**src/rtl/digital_lock_pkg.sv**
```systemverilog
`default_nettype none
// ============================================================================
//  Module      : digital_lock_pkg
//  Description : Shared types and constants for the keypad-to-lock sequencing
//                logic: controller state encoding, key-code width and the
//                "no key pressed" code.
//  Revision    : 1.0 - initial release
// ============================================================================
package digital_lock_pkg;

    // Width of a keypad / lock key code.
    localparam int KEY_W = 4;

    // Keypad code meaning "nothing pressed".
    localparam logic [KEY_W-1:0] NO_KEY = 4'h0;

    // Controller state encoding.
    typedef enum logic [1:0] {
        PASS        = 2'd0,
        WAIT_RESULT = 2'd1,
        LOCKOUT     = 2'd2
    } ctrl_state_e;

endpackage : digital_lock_pkg
`default_nettype wire

```
**src/rtl/key_edge_detect.sv**
```systemverilog
`default_nettype none
// ============================================================================
//  Module      : key_edge_detect
//  Description : Turns a held keypad code into a single-cycle press strobe.
//                A press is a nonzero code whose previous-cycle sample was
//                NO_KEY, so a key held across any number of cycles (and any
//                controller state change) is reported only once.
//  Ports       : clock     - system clock, rising edge
//                reset     - synchronous, active-high
//                key_raw   - keypad code, NO_KEY when idle
//                press     - high in the cycle a new press is seen
//                key_code  - code belonging to the press strobe
//  Revision    : 1.0 - initial release
// ============================================================================
module key_edge_detect
    import digital_lock_pkg::*;
(
    input  logic             clock,
    input  logic             reset,
    input  logic [KEY_W-1:0] key_raw,
    output logic             press,
    output logic [KEY_W-1:0] key_code
);

    logic [KEY_W-1:0] key_prev_q;
    logic [KEY_W-1:0] key_prev_d;

    // The history register follows the keypad unconditionally.
    always_comb begin
        key_prev_d = key_raw;
    end

    always_ff @(posedge clock) begin
        if (reset) begin
            key_prev_q <= NO_KEY;
        end else begin
            key_prev_q <= key_prev_d;
        end
    end

    assign press    = (key_raw != NO_KEY) && (key_prev_q == NO_KEY);
    assign key_code = key_raw;

endmodule : key_edge_detect
`default_nettype wire

```
**src/rtl/lock_attempt_controller.sv**
```systemverilog
`default_nettype none
// ============================================================================
//  Module      : lock_attempt_controller
//  Description : Sole driver of the lock's key input. Forwards each keypad
//                press as a one-cycle key pulse, counts digits while the lock
//                is locked, classifies each complete entry by watching the
//                lock's locked output, and after MAX_ATTEMPTS consecutive
//                failures blocks all key traffic for LOCKOUT_CYCLES.
//  Build option: LOCKOUT_EN - when defined, the LOCKOUT state and its timer are
//                built; when undefined, lockout is tied low and failures only
//                pulse fail_pulse and saturate the failure count.
//  Ports       : clock, reset        - clock / synchronous active-high reset
//                key_raw             - keypad code (0 = no key)
//                locked              - locked output of the lock
//                key_out             - key code to the lock, one-cycle pulses
//                fail_pulse          - one-cycle pulse per failed entry
//                lockout             - high throughout lockout
//                attempts_remaining  - MAX_ATTEMPTS - failure count
//  Revision    : 1.0 - initial release
// ============================================================================
module lock_attempt_controller
    import digital_lock_pkg::*;
#(
    parameter int PASSCODE_LENGTH = 4,
    parameter int MAX_ATTEMPTS    = 3,
    parameter int LOCKOUT_CYCLES  = 1000,
    parameter int RESULT_WAIT     = 8
) (
    input  logic                              clock,
    input  logic                              reset,
    input  logic [KEY_W-1:0]                  key_raw,
    input  logic                              locked,
    output logic [KEY_W-1:0]                  key_out,
    output logic                              fail_pulse,
    output logic                              lockout,
    output logic [$clog2(MAX_ATTEMPTS+1)-1:0] attempts_remaining
);

    localparam int DW = $clog2(PASSCODE_LENGTH + 1);
    localparam int WW = $clog2(RESULT_WAIT);
    localparam int AW = $clog2(MAX_ATTEMPTS + 1);

    localparam logic [DW-1:0] c_digit_last = DW'(PASSCODE_LENGTH - 1);
    localparam logic [WW-1:0] c_wait_last  = WW'(RESULT_WAIT - 1);
    localparam logic [AW-1:0] c_max_fail   = AW'(MAX_ATTEMPTS);

    if (PASSCODE_LENGTH < 1 || MAX_ATTEMPTS < 1 || LOCKOUT_CYCLES < 1 ||
        RESULT_WAIT < 5) begin : g_param_check
        $error("lock_attempt_controller: illegal parameter set");
    end

    ctrl_state_e      state_q, state_d;
    logic [DW-1:0]    digit_count_q, digit_count_d;
    logic [WW-1:0]    wait_cnt_q, wait_cnt_d;
    logic [AW-1:0]    fail_count_q, fail_count_d;
    logic [AW-1:0]    fail_next;
    logic [KEY_W-1:0] key_out_q, key_out_d;
    logic             fail_pulse_q, fail_pulse_d;
    logic [AW-1:0]    attempts_q, attempts_d;

`ifdef LOCKOUT_EN
    localparam int TW = $clog2(LOCKOUT_CYCLES + 1);
    localparam logic [TW-1:0] c_timer_load = TW'(LOCKOUT_CYCLES - 1);

    logic [TW-1:0]    timer_q, timer_d;
    logic             lockout_q, lockout_d;
`endif

    logic             press;
    logic [KEY_W-1:0] key_code;

    key_edge_detect u_key_edge (
        .clock    (clock),
        .reset    (reset),
        .key_raw  (key_raw),
        .press    (press),
        .key_code (key_code)
    );

    // Failure count never wraps past MAX_ATTEMPTS.
    assign fail_next = (fail_count_q == c_max_fail) ? c_max_fail
                                                    : fail_count_q + AW'(1);

    // ------------------------------------------------------------------
    // State register
    // ------------------------------------------------------------------
    always_ff @(posedge clock) begin
        if (reset) begin
            state_q       <= PASS;
            digit_count_q <= '0;
            wait_cnt_q    <= '0;
            fail_count_q  <= '0;
            key_out_q     <= NO_KEY;
            fail_pulse_q  <= 1'b0;
            attempts_q    <= c_max_fail;
`ifdef LOCKOUT_EN
            timer_q       <= '0;
            lockout_q     <= 1'b0;
`endif
        end else begin
            state_q       <= state_d;
            digit_count_q <= digit_count_d;
            wait_cnt_q    <= wait_cnt_d;
            fail_count_q  <= fail_count_d;
            key_out_q     <= key_out_d;
            fail_pulse_q  <= fail_pulse_d;
            attempts_q    <= attempts_d;
`ifdef LOCKOUT_EN
            timer_q       <= timer_d;
            lockout_q     <= lockout_d;
`endif
        end
    end

    // ------------------------------------------------------------------
    // Next-state and counter logic
    // ------------------------------------------------------------------
    always_comb begin
        state_d       = state_q;
        digit_count_d = digit_count_q;
        wait_cnt_d    = wait_cnt_q;
        fail_count_d  = fail_count_q;
`ifdef LOCKOUT_EN
        timer_d       = timer_q;
`endif
        case (state_q)
            PASS: begin
                // An open lock restarts digit counting from scratch.
                if (!locked) begin
                    digit_count_d = '0;
                end else if (press) begin
                    if (digit_count_q == c_digit_last) begin
                        digit_count_d = '0;
                        wait_cnt_d    = '0;
                        state_d       = WAIT_RESULT;
                    end else begin
                        digit_count_d = digit_count_q + DW'(1);
                    end
                end
            end
            WAIT_RESULT: begin
                // Success is tested first so it wins on the final wait cycle.
                if (!locked) begin
                    fail_count_d = '0;
                    state_d      = PASS;
                end else if (wait_cnt_q == c_wait_last) begin
                    fail_count_d = fail_next;
                    state_d      = PASS;
`ifdef LOCKOUT_EN
                    if (fail_next == c_max_fail) begin
                        timer_d = c_timer_load;
                        state_d = LOCKOUT;
                    end
`endif
                end else begin
                    wait_cnt_d = wait_cnt_q + WW'(1);
                end
            end
`ifdef LOCKOUT_EN
            LOCKOUT: begin
                if (timer_q == '0) begin
                    fail_count_d = '0;
                    state_d      = PASS;
                end else begin
                    timer_d = timer_q - TW'(1);
                end
            end
`endif
            default: begin
                state_d = PASS;
            end
        endcase
    end

    // ------------------------------------------------------------------
    // Output logic (all outputs leave the block from flops)
    // ------------------------------------------------------------------
    always_comb begin
        key_out_d    = (state_q == PASS && press) ? key_code : NO_KEY;
        fail_pulse_d = (state_q == WAIT_RESULT) && locked &&
                       (wait_cnt_q == c_wait_last);
        attempts_d   = c_max_fail - fail_count_d;
`ifdef LOCKOUT_EN
        lockout_d    = (state_d == LOCKOUT);
`endif
    end

    assign key_out            = key_out_q;
    assign fail_pulse         = fail_pulse_q;
    assign attempts_remaining = attempts_q;
`ifdef LOCKOUT_EN
    assign lockout            = lockout_q;
`else
    assign lockout            = 1'b0;
`endif

endmodule : lock_attempt_controller
`default_nettype wire

```
**config.mk**
```make
export PLATFORM = sky130hd
export DESIGN_NAME = lock_attempt_controller
export DESIGN_NICKNAME = d
export VERILOG_FILES = /design/src/rtl/digital_lock_pkg.sv /design/src/rtl/key_edge_detect.sv /design/src/rtl/lock_attempt_controller.sv
export SDC_FILE = /design/constraint.sdc
export NUM_CORES = 1
export LEC_CHECK = 0
export CAP_MARGIN = 20
export CORE_MARGIN = 2
export CORE_UTILIZATION = 43
export DETAILED_ROUTE_END_ITERATION = 6
export GPL_TIMING_DRIVEN = 0
export HOLD_SLACK_MARGIN = 0.08
export PLACE_DENSITY = 0.78
export SLEW_MARGIN = 20
export SYNTH_ARGS = -nofsm -noshare
export SYNTH_HDL_FRONTEND = slang
export SYNTH_SLANG_ARGS = --single-unit
```
**constraint.sdc**
```tcl
create_clock -name clock -period 1.46 [get_ports clock]
set_input_delay 0.146 -clock clock [delete_from_list [all_inputs] [get_ports clock]]
set_output_delay 0.146 -clock clock [all_outputs]
set_load 0.01 [all_outputs]
```
==> results of run 1 <==
[critical path: stages (launching register included)]
cell and delay [ps]:
dfxtp_1 310, or4_4 530, buf_8 150, or2_1 250, a211oi_2 190
[layout by cell type, fill, tap and decap left out, types with 2 or more instances in the layout]
| cell | instances |
|---|---|
| inv_1 | 4 |
| nor2b_1 | 5 |
| buf_4 | 3 |
| dfxtp_1 | 17 |
| nand3b_1 | 2 |
| and2_1 | 4 |
| clkdlybuf4s50_1 | 13 |
| nand2_1 | 2 |
| o211ai_1 | 2 |
| nor2_1 | 6 |
| a211oi_2 | 2 |
| clkbuf_4 | 3 |
| a31oi_1 | 2 |
| mux2i_1 | 2 |
| dfxtp_2 | 3 |
[path summary, 6_finish.rpt]
kind / start / to / slack [ps] / cells past startpoint
hold reg to reg: digit_count_q[2] / digit_count_q[2] / 490 / 2
setup reg to reg: u_key_edge.key_prev_q[2] / digit_count_q[1] / -50 / 4
hold / removal: digit_count_q[2] / digit_count_q[2] / 490 / 2
setup / recovery: u_key_edge.key_prev_q[2] / digit_count_q[1] / -50 / 4
[metrics by stage]
| step | instances | cell area [um2] | power [W] | util | TNS [ps] |
|---|---|---|---|---|---|
| after floorplan | 77 | 810 | 0.000630 | - | -4.51 |
| after global placement | 115 | 971 | 0.000667 | 0.568 | -3830 |
| after detailed placement | 115 | 977 | 0.000671 | 0.572 | -1840 |
| after CTS | 122 | 1070 | 0.000997 | 0.626 | -745 |
| after global routing | 122 | 1100 | 0.00104 | 0.645 | -434 |
| final | 122 | 1100 | 0.000994 | 0.645 | -93.7 |
[sequential cells by signal, summed over array words and instances, names as in the netlist]
signal / cells
digit_count_q: 3
wait_cnt_q: 3
attempts_remaining: 2
fail_pulse: 1
u_key_edge.key_prev_q: 4
fail_count_q: 2
key_out: 4
state_q: 1
[power groups by stage]
stage          Clock (W)  Combinational (W)  Sequential (W)
2_1_floorplan          0          0.0000513        0.000578
3_3_place_gp           0          0.0000897        0.000577
3_5_place_dp           0          0.0000932        0.000578
4_1_cts         0.000320           0.000113        0.000564
5_1_grt         0.000342           0.000129        0.000568
6_report        0.000309           0.000120        0.000566
[what timing repair did]
| item | CTS | global route |
|---|---|---|
| gates resized for setup | 7 | 8 |
| pin swaps | 8 | 4 |
| hold buffers | 0 | 0 |
| buffers inserted | 3 | 0 |
| endpoints found under the setup margin | 10 | 11 |
[per-layer routing]
layer | part of all wire | up-vias
met1 | 0.44 | 299
met4 | 0.0081 | 0
met5 | 0 | -
met2 | 0.52 | 10
met3 | 0.034 | 2
li1 | - | 314
[cell type report]
class / instances / area [um2]
Inverter: 4 / 15.0
Multi-Input combinational cell: 49 / 427
Tap cell: 25 / 31.3
Sequential cell: 20 / 404
Clock buffer: 4 / 36.3
Buffer: 4 / 31.3
Timing Repair Buffer: 16 / 156
Fill cell: 128 / 607
[kinds of logic after synthesis]
group,after synthesis,share of synthesized area
compound gates,14,0.144
simple gates,28,0.208
xor+xnor,1,0.0112
mux,2,0.0256
other cells,1,0.00480
fa+ha+maj,3,0.0481
flops,20,0.513
buf+inv,8,0.0449
==> qor.csv, run 1 <==
metric,value,unit
outcome,"finished, violations left",
violations,setup timing,
gp_congestion,0.779,
worst_slew_pin_slew,552,ps
finalWorstSetupSlack,-52.3,ps
clkSlewWorstSetupHoldPaths,100,ps
drive_gt1_frac,0.237,
pwr-share-comb,0.120,
synth_common_cells,"dfxtp_1, nor2_1, nor2b_1, and2_1, inv_1",
p_sw,0.000217,W
post-place-ws,-288,ps
die_area,0.00217,mm2
synth.distinct_cells,32,
hold_viol,0,
cap_viol_max_count,0,
worstPathArrival,1730,ps
ir_drop,0.718,mV
diodes,0,
async_flop_share,0,
period_minus_slack,1510,ps
dr.pass1.iters,4,
io_buffers,13,
ys_seq_area_frac,0.513,
fin_skew,4.80,ps
setup_viol,6,
drtAntennaViolNets,0,
rsz0062_at_grt,yes,
busiest_layer,met2,
synth_most_common_cell,dfxtp_1,
antenna_found_initial,0,
crit_type,reg -> reg,
grtUsageMet1,0.186,
synth_edf_count,0,
syn_area,781,um2
cts_tree,done,
start_util,0.457,
via_count,625,
grt_pass1_vias,550,
fmax,0.661,GHz
pin_count,15,
grt_max_degree,12,
yosys_warnings,0,
grt_overflow_total,0,
synth_nets,87,
internal_power,0.000777,W
core-area,0.00171,mm2
use_met2,0.250,
post-route-period-util,1.04,
nets,108,
synth.top_cell.area_share,0.513,
min_path_type,reg -> reg,
h-tree-depth,1,
drv_slew,0,
met3_usage,0.0588,
clkLatencyLatePin,300,ps
area_growth,41.0,%
hold_slack,491,ps
cts_root_buffer,clkbuf_4,
endpoint_kind,flip-flop,
path_max_fanout,7,
grt_pass1_wl,2.34,mm
grt_usage,0.154,
crit_path_start_kind,flip-flop,
slew_headroom,0.629,
p_leak,0.428,nW
drc,0,
cts_buffers,3,
routed_wl,1.49,mm
hpwlAfterDp,1.10,mm
synth-seq-cells,20,
die_w,46.6,um
p_sw_frac,0.219,
cp.required,1680,ps
ys.flop_type,dfxtp_1,
row_count,15,
cts_sinks,20,
synthCells,77,
synthTopCellsByArea,"dfxtp_1, ha_1, nor2b_1",
vias_per_cell,5.12,
drt_iter0_drc,7,
avgRoutedWirePerCell,12.2,um
cts_buffer_depth,2,
p_clk_frac,0.310,
fp.dieH,46.6,um
p_per_area,903,mW/mm2
avgSynthCellArea,10.1,um2
p_seq_frac,0.569,
synth_top_area_cell,dfxtp_1,
(Power assumes the default switching activity.)
==> inputs of run 2 (changes only) <==
GPL_TIMING_DRIVEN = default   (was 0)
==> run 2 against run 1 <==
  * The run still ends with setup timing left
  * Sequential share of layout area decreased by 1.4 points
  * Clock-buffer cell count is 1 lower
  * Total power up 13%
  * Sequential cell count did not move
  * Clock skew shrank 2.2 ps
  * Die area unchanged
  * Global-route usage increased by 0.29 points
  * Final cell count is 4.1% higher
  * Largest cell class unchanged
  * Highest routed layer unchanged
==> qor.csv, run 2 (synthesis results as in run 1) <==
metric,value,unit
path_max_fanout,7,
postLayoutCellArea,0.00114,mm2
clkSlewWorstSetupHoldPaths,110,ps
p_leak,0.458,nW
grt_max_degree,16,
row_count,15,
dr.pass1.iters,4,
n_fill_cell,134,
rsz0062_at_grt,yes,
drv_slew,0,
p_sw,0.000221,W
grt_usage,0.157,
cts_sinks,20,
h-tree-depth,1,
via_count,622,
grt_pass1_vias,589,
p_clk_frac,0.390,
place_area,0.00102,mm2
worstPathArrival,1690,ps
crit_chain,"or4_4, or2_1, o211ai_1",
gp_congestion,0.751,
cp.required,1670,ps
ir_drop,0.663,mV
fin_cells,127,
finish.utilization,0.667,
grt_pass1_wl,2.42,mm
fmax,0.675,GHz
min_path_type,in -> reg,
hold_slack,490,ps
outcome,"finished, violations left",
post-route-period-util,1.01,
routed_wl,1.58,mm
violations,setup timing,
crit_path_start_kind,flip-flop,
cts_tree,done,
antenna_found_initial,0,
io_buffers,13,
finalWorstSetupSlack,-21.3,ps
drt_iter0_drc,13,
avgRoutedWirePerCell,12.4,um
p_seq_frac,0.504,
nets,113,
area_growth,46.0,%
min_path_cells,2,
cts_buffers,3,
critPathMaxStageDelay,600,ps
drtAntennaViolNets,0,
cts_buffer_depth,2,
cts_root_buffer,clkbuf_4,
hold_viol,0,
internal_power,0.000902,W
drive_gt1_frac,0.265,
die_area,0.00217,mm2
clkLatencyLatePin,290,ps
p_sw_frac,0.196,
cap_viol_max_count,0,
die_w,46.6,um
vias_per_cell,4.90,
period_minus_slack,1480,ps
hpwlAfterDp,1.14,mm
pwr-share-comb,0.105,
reg2regPathDepth,3,
place_inst,122,
diodes,0,
layout_common_cells,"dfxtp_1, clkdlybuf4s50_1, buf_4",
cts_hold_buf,0,
fp.dieH,46.6,um
slowest_stage,or4_4,
grt_overflow_total,0,
drc,0,
pin_count,15,
setup_viol,3,
core-area,0.00171,mm2
p_per_area,985,mW/mm2
fin_skew,2.60,ps
crit_type,reg -> reg,
layout_commonest_cell,dfxtp_1,
start_util,0.457,
endpoint_kind,flip-flop,
[run 2: changes by cell type in the layout (fill, tap and decap cells not counted), sizes merged]
| cell | previous run | this run |
|---|---|---|
| buf | 5 | 12 |
| bufinv | 0 | 1 |
| clkbuf | 6 | 3 |
[run 2: power by group through the flow]
stage	Sequential [W]	Clock, W	Combinational, W
3_3_place_gp	0.000576	0	0.000102
3_5_place_dp	0.000576	0	0.000103
6_report	0.000566	0.000438	0.000118
5_1_grt	0.000568	0.000466	0.000127
4_1_cts	0.000567	0.000453	0.000107
2_1_floorplan	0.000578	0	0.0000513
[run 2: worst paths after layout]
| check | slack, ps | to | start |
|---|---|---|---|
| max | -20 | digit_count_q[0] | u_key_edge.key_prev_q[1] |
| min | 490 | u_key_edge.key_prev_q[2] | key_raw[2] |
| max reg2reg | -20 | digit_count_q[0] | u_key_edge.key_prev_q[1] |
| min reg2reg | 520 | wait_cnt_q[2] | wait_cnt_q[2] |
[run 2: timing repair]
item                       in CTS  in global routing
pin swaps                       3                  4
resized for setup               7                  4
hold endpoints to repair        0                  0
setup endpoints to repair      10                 10
setup buffers                   0                  1
[run 2: critical path, delay by kind of cell (launching register included)]
family	cells	cell delay, ps
and+or+nand+nor	2	870
DFF	1	320
AOI/OAI and AO/OA	1	200
[run 2: through the flow]
step / total power [W] / TNS [ps] / setup WS [ps]
2_1_floorplan: 0.000630 / -4.51 / -4.51
3_3_place_gp: 0.000677 / -334 / -48.6
3_5_place_dp: 0.000679 / -590 / -86.2
4_1_cts: 0.00113 / -61.1 / -27.4
5_1_grt: 0.00116 / -280 / -64.6
6_report: 0.00112 / -39.8 / -21.3
[run 2: final cells by class]
class	count	area, um2	share of cell area
Multi-Input combinational cell	49	414	0.363
Sequential cell	20	403	0.353
Timing Repair Buffer	25	224	0.196
Tap cell	25	31.3	0.0274
Clock inverter	1	30.0	0.0263
Clock buffer	3	22.5	0.0198
Inverter	4	15.0	0.0132
[run 2: layer usage]
metal	GRT usage	wire (um)	up-vias
met5	0	0	-
met3	0.0235	29	2
met2	0.258	802	6
met1	0.202	737	295
met4	0.0667	10	0
li1	-	-	319
==> inputs of run 3 (changes only) <==
--- a/config.mk
+++ b/config.mk
@@ -7,3 +7,3 @@
 export LEC_CHECK = 0
-export CAP_MARGIN = 20
+export CAP_MARGIN = 30
 export CORE_MARGIN = 2
--- a/constraint.sdc
+++ b/constraint.sdc
@@ -3,2 +3,2 @@
 set_output_delay 0.146 -clock clock [all_outputs]
-set_load 0.01 [all_outputs]
+set_load 0.02 [all_outputs]
==> results of run 3 <==
The final DEF is identical to that of run 2. Status: finished, violations left: setup timing.
Main changes from that run: total power 0.00112 W -> 0.00113 W
==> variant 1: new RTL, config.mk and constraints of run 2 <==
The output `key_out` loses its register stage (`key_out_q` becomes a continuous assignment).
--- a/src/rtl/lock_attempt_controller.sv
+++ b/src/rtl/lock_attempt_controller.sv
@@ -90,7 +90,6 @@
             digit_count_q <= '0;
             wait_cnt_q    <= '0;
             fail_count_q  <= '0;
-            key_out_q     <= NO_KEY;
             fail_pulse_q  <= 1'b0;
             attempts_q    <= c_max_fail;
 `ifdef LOCKOUT_EN
@@ -102,7 +101,6 @@
             digit_count_q <= digit_count_d;
             wait_cnt_q    <= wait_cnt_d;
             fail_count_q  <= fail_count_d;
-            key_out_q     <= key_out_d;
             fail_pulse_q  <= fail_pulse_d;
             attempts_q    <= attempts_d;
 `ifdef LOCKOUT_EN
@@ -111,6 +109,8 @@
 `endif
         end
     end
+
+    assign key_out_q = key_out_d;
 
     // ------------------------------------------------------------------
     // Next-state and counter logic
Function: changed (a bounded check fails within 4 cycles, from zero or initial values and one cycle with reset high).
==> variant 1 against run 2 <==
  * The flow still finishes with violations (setup timing)
  * Power decreased by 22%
  * Synthesized area fell by 3.2%
  * Setup slack lost 0.30 ns
  * Final cell count down 2.4%
  * Critical path depth is 1 higher
  * Cell area decreased by 7.8%
  * Sequential cell count down 4
  * Die area fell by 2.9%
  * Wire length is 17% higher
  * Global-route usage rose by 5.2 points
  * Critical path type unchanged
  * Largest cell class unchanged
  * Largest power group unchanged
==> variant 1: results (changes against run 2) <==
Min Hold Slack 0.472 ns (-0.0173 ns); routed wire length 1850 um (+17%); met3 routed WL 52 um (+79%); Tot GR Track Use 20.8% (+5.2 points); DRT iter0 DRCs 18 (+5); met1 GRT Util 26.0% (+5.7 points); Hold Path End digit_count_q[2]$_SDFFE_PP0P_; Syn Nets 90 (+3.4%); met2 wire len 861 um (+7.4%); routing usage on met3 3.17% (+0.82 points); dpl cells 117 (-4.1%); number of endpoints failing setup at the final stage 9 (+6); Mean Syn Cell Area 9.45 sq um (-6.8%); clock network power 305 uW (-30%); HPWL Detailed 1220 um (+7.4%); Hold Path Depth 1 (-1); post-CTS resize count 24 (+17); Adder-Cell Fraction of Synth Area 4.97% (+0.16 points); DR WL/cell 14.9 um (+20%); register area share after synthesis 42.4% (-8.9 points); post-synthesis xor/xnor area fraction 0% (-1.1 points); Worst Path Arrival 1.98 ns (+0.29 ns); count of cell types in the netlist 33 (+3.1%); Pint 659 uW (-27%); outcome finished with violations; hold crit path type reg -> reg; maximum fanout along the worst path 5 (-2); Pleak 0.000464 uW (+1.1%); CP top delay family simple AND/OR/NAND/NOR gates; Place WS -0.413 ns (-0.327 ns); Reg2Reg Depth 4 (+1); clock skew 0.00916 ns (+0.00656 ns); pin count of the biggest net entering global routing 13 (-3); GPL Wtd Cong 0.824 (+9.8%); mux cell area share after synthesis 0% (-2.6 points); failing checks setup timing; setup slack after layout -0.318 ns (-0.296 ns); Seq pwr share 51.6% (+1.2 points); Synth top cells by count dfxtp_1, nor3b_1, nand2_1, nor2b_1, clkbuf_1; synth top area cells dfxtp_1, nor3b_1, ha_1; first-pass GRT wire length 3040 um (+26%); Reg-to-Reg End wait_cnt_q[1]$_SDFFE_PP0P_; met2 Track Usage GR 30.6% (+4.7 points); vias in the first global route 691 (+17%); vias per cell 5.99 (+22%); Clock power frac 35.1% (-3.9 points); maximum vdd drop 0.000341 V (-49%)
variant 1: worst max path at each step:
stage	slack, ns	startpoint	cells after the start	to
finish	-0.32	u_key_edge.key_prev_q[1]$_SDFF_PP0_	4	wait_cnt_q[1]$_SDFFE_PP0P_
global placement	-0.38	u_key_edge.key_prev_q[2]$_SDFF_PP0_	3	key_out[2]
global route	-0.37	u_key_edge.key_prev_q[1]$_SDFF_PP0_	4	wait_cnt_q[1]$_SDFFE_PP0P_
floorplan	-0.21	u_key_edge.key_prev_q[2]$_SDFF_PP0_	4	wait_cnt_q[1]$_SDFFE_PP0P_
CTS	-0.31	u_key_edge.key_prev_q[1]$_SDFF_PP0_	4	wait_cnt_q[1]$_SDFFE_PP0P_
detailed placement	-0.41	u_key_edge.key_prev_q[2]$_SDFF_PP0_	3	key_out[2]
variant 1: layout make-up:
type	count	area [sq um]
clock buffers	4	36.3
fillers	143	638
inverters	3	11.3
multi-input cells	55	422
flip-flops and latches	16	323
well taps	17	21.3
repair buffers	29	238
==> variant 2: new RTL, flow settings as in run 2 <==
Without the edit above. Change the parameter `RESULT_WAIT` from 8 to 32.
--- a/src/rtl/lock_attempt_controller.sv
+++ b/src/rtl/lock_attempt_controller.sv
@@ -24,7 +24,7 @@
     parameter int PASSCODE_LENGTH = 4,
     parameter int MAX_ATTEMPTS    = 3,
     parameter int LOCKOUT_CYCLES  = 1000,
-    parameter int RESULT_WAIT     = 8
+    parameter int RESULT_WAIT     = 32
 ) (
     input  logic                              clock,
     input  logic                              reset,
Function: no difference found for any inputs over 10 cycles, from zero or initial values and one cycle with reset high; that may be too few to reach the edited logic, so the function may still have changed.
==> variant 2 against run 2 <==
  * The flow still finishes with violations (setup timing)
  * Wire length is 34% higher
  * Hold slack worse by 0.027 ns
  * Power is 5.2% lower
  * Sequential cell count is 2 higher
  * Setup slack worse by 0.15 ns
  * First-iteration DRC count is 15% higher
  * Cell area is 19% higher
  * Non-clock buffer count is 12 higher
  * Synthesized area is 18% higher
  * Sequential power is 8.7% higher
  * Critical path type unchanged
  * Critical endpoint is now key_out[3]$_SDFF_PP0_
  * Largest cell class unchanged
==> variant 2: results (changes against run 2) <==
outcome finished with violations; failing checks setup timing; Non-Filler Instances 156 (+23%); layout cells sized above 1 34.1% (+7.6 points); pin count of the biggest net entering global routing 13 (-3); clk_lat worst skew 0.31 ns (+0.02 ns); count of cell types in the netlist 34 (+6.3%); vias in the first global route 840 (+43%); placed inst area 1240 sq um (+21%); dpl cells 148 (+21%); vias per cell 5.21 (+6.3%); Min Hold Slack 0.463 ns (-0.0267 ns); Reg2Reg Depth 5 (+2); synth top area cells dfxtp_1, ha_1, nor2b_1; number of fill cells in the layout 150 (+12%); maximum vdd drop 0.000570 V (-14%); Synth top cells by count dfxtp_1, nor2b_1, nor2_1; register area share after synthesis 47.8% (-3.5 points); DRT iter0 DRCs 15 (+2); Worst Path Arrival 1.88 ns (+0.19 ns); Hold Path End u_key_edge.key_prev_q[1]$_SDFF_PP0_; NumNets Final 141 (+25%); number of endpoints failing setup at the final stage 13 (+10); Reg-to-Reg End key_out[3]$_SDFF_PP0_; Tot GR Track Use 19.3% (+3.6 points); maximum fanout along the worst path 4 (-3); DR WL/cell 13.6 um (+9.4%); Worst Hold Launch key_raw[1]; setup slack after layout -0.170 ns (-0.149 ns); Pleak 0.000561 uW (+22%)
-- variant 2: layer usage --
layer  up-vias  track usage, %  routed length, um  part of all wire [%]
li1        398               -                  -                     -
met1       383            23.8                990                    47
met2        24            32.5               1010                    48
met3         7            3.57                 78                   3.7
met4         0            8.56                 43                   2.0
met5         -               0                  0                     0
-- variant 2: worst max-delay path, stage by stage, from the launching register on --
cell and delay (ns):
dfxtp_1 0.32, or4_4 0.55, buf_6 0.14, or2_4 0.26
nor3_4 0.16, and2_1 0.16
-- variant 2: kinds of logic (layout without fill, tap and decap cells) --
logic type	after synthesis	in the layout	synth area share [%]
buffers and inverters	8	45	3.66
AOI/OAI and AO/OA	18	18	14.4
adders and majority gates	4	4	5.43
and+or+nand+nor	38	38	26.7
DFF	22	22	47.8
other	1	1	0.407
muxes	1	1	1.63
-- variant 2: timing repair --
action | 4_1_cts | 5_1_grt
pin swaps | 14 | 2
setup buffers | 2 | 2
gates resized for setup | 12 | 0
endpoints found under the setup margin | 15 | 15
hold buffers | 0 | 0
-- variant 2: power groups by stage --
stage / Sequential [uW] / Combinational, uW / Clock [uW]
CTS: 615 / 112 / 341
finish: 615 / 114 / 335
global route: 617 / 123 / 369
floorplan: 631 / 43.2 / 0
global placement: 629 / 100 / 0
detailed placement: 629 / 102 / 0
-- variant 2: cell type report --
class,instances,share of cell area (%)
Clock buffer,4,2.68
Inverter,4,1.11
Multi-Input combinational cell,62,37.6
Sequential cell,22,32.7
Tap cell,27,2.49
Timing Repair Buffer,37,23.4
-- variant 2: per-stage QoR --
step | util (%) | worst slack [ns] | setup TNS (ns)
finish | 67.8 | -0.170 | -1.44
global route | 67.8 | -0.241 | -2.28
CTS | 67.0 | -0.179 | -1.40
detailed placement | 61.9 | -0.219 | -1.94
global placement | 61.9 | -0.185 | -1.57
floorplan | - | -0.158 | -0.488
-- variant 2: worst max-delay path by stage --
| stage | startpoint | endpoint | slack (ns) |
|---|---|---|---|
| after floorplan | u_key_edge.key_prev_q[1]$_SDFF_PP0_ | wait_cnt_q[0]$_SDFFE_PP0P_ | -0.16 |
| after global placement | u_key_edge.key_prev_q[1]$_SDFF_PP0_ | wait_cnt_q[0]$_SDFFE_PP0P_ | -0.18 |
| after detailed placement | u_key_edge.key_prev_q[1]$_SDFF_PP0_ | key_out[3]$_SDFF_PP0_ | -0.22 |
| after CTS | u_key_edge.key_prev_q[1]$_SDFF_PP0_ | key_out[3]$_SDFF_PP0_ | -0.18 |
| after global routing | u_key_edge.key_prev_q[1]$_SDFF_PP0_ | key_out[2]$_SDFF_PP0_ | -0.24 |
| final | u_key_edge.key_prev_q[1]$_SDFF_PP0_ | key_out[3]$_SDFF_PP0_ | -0.17 |
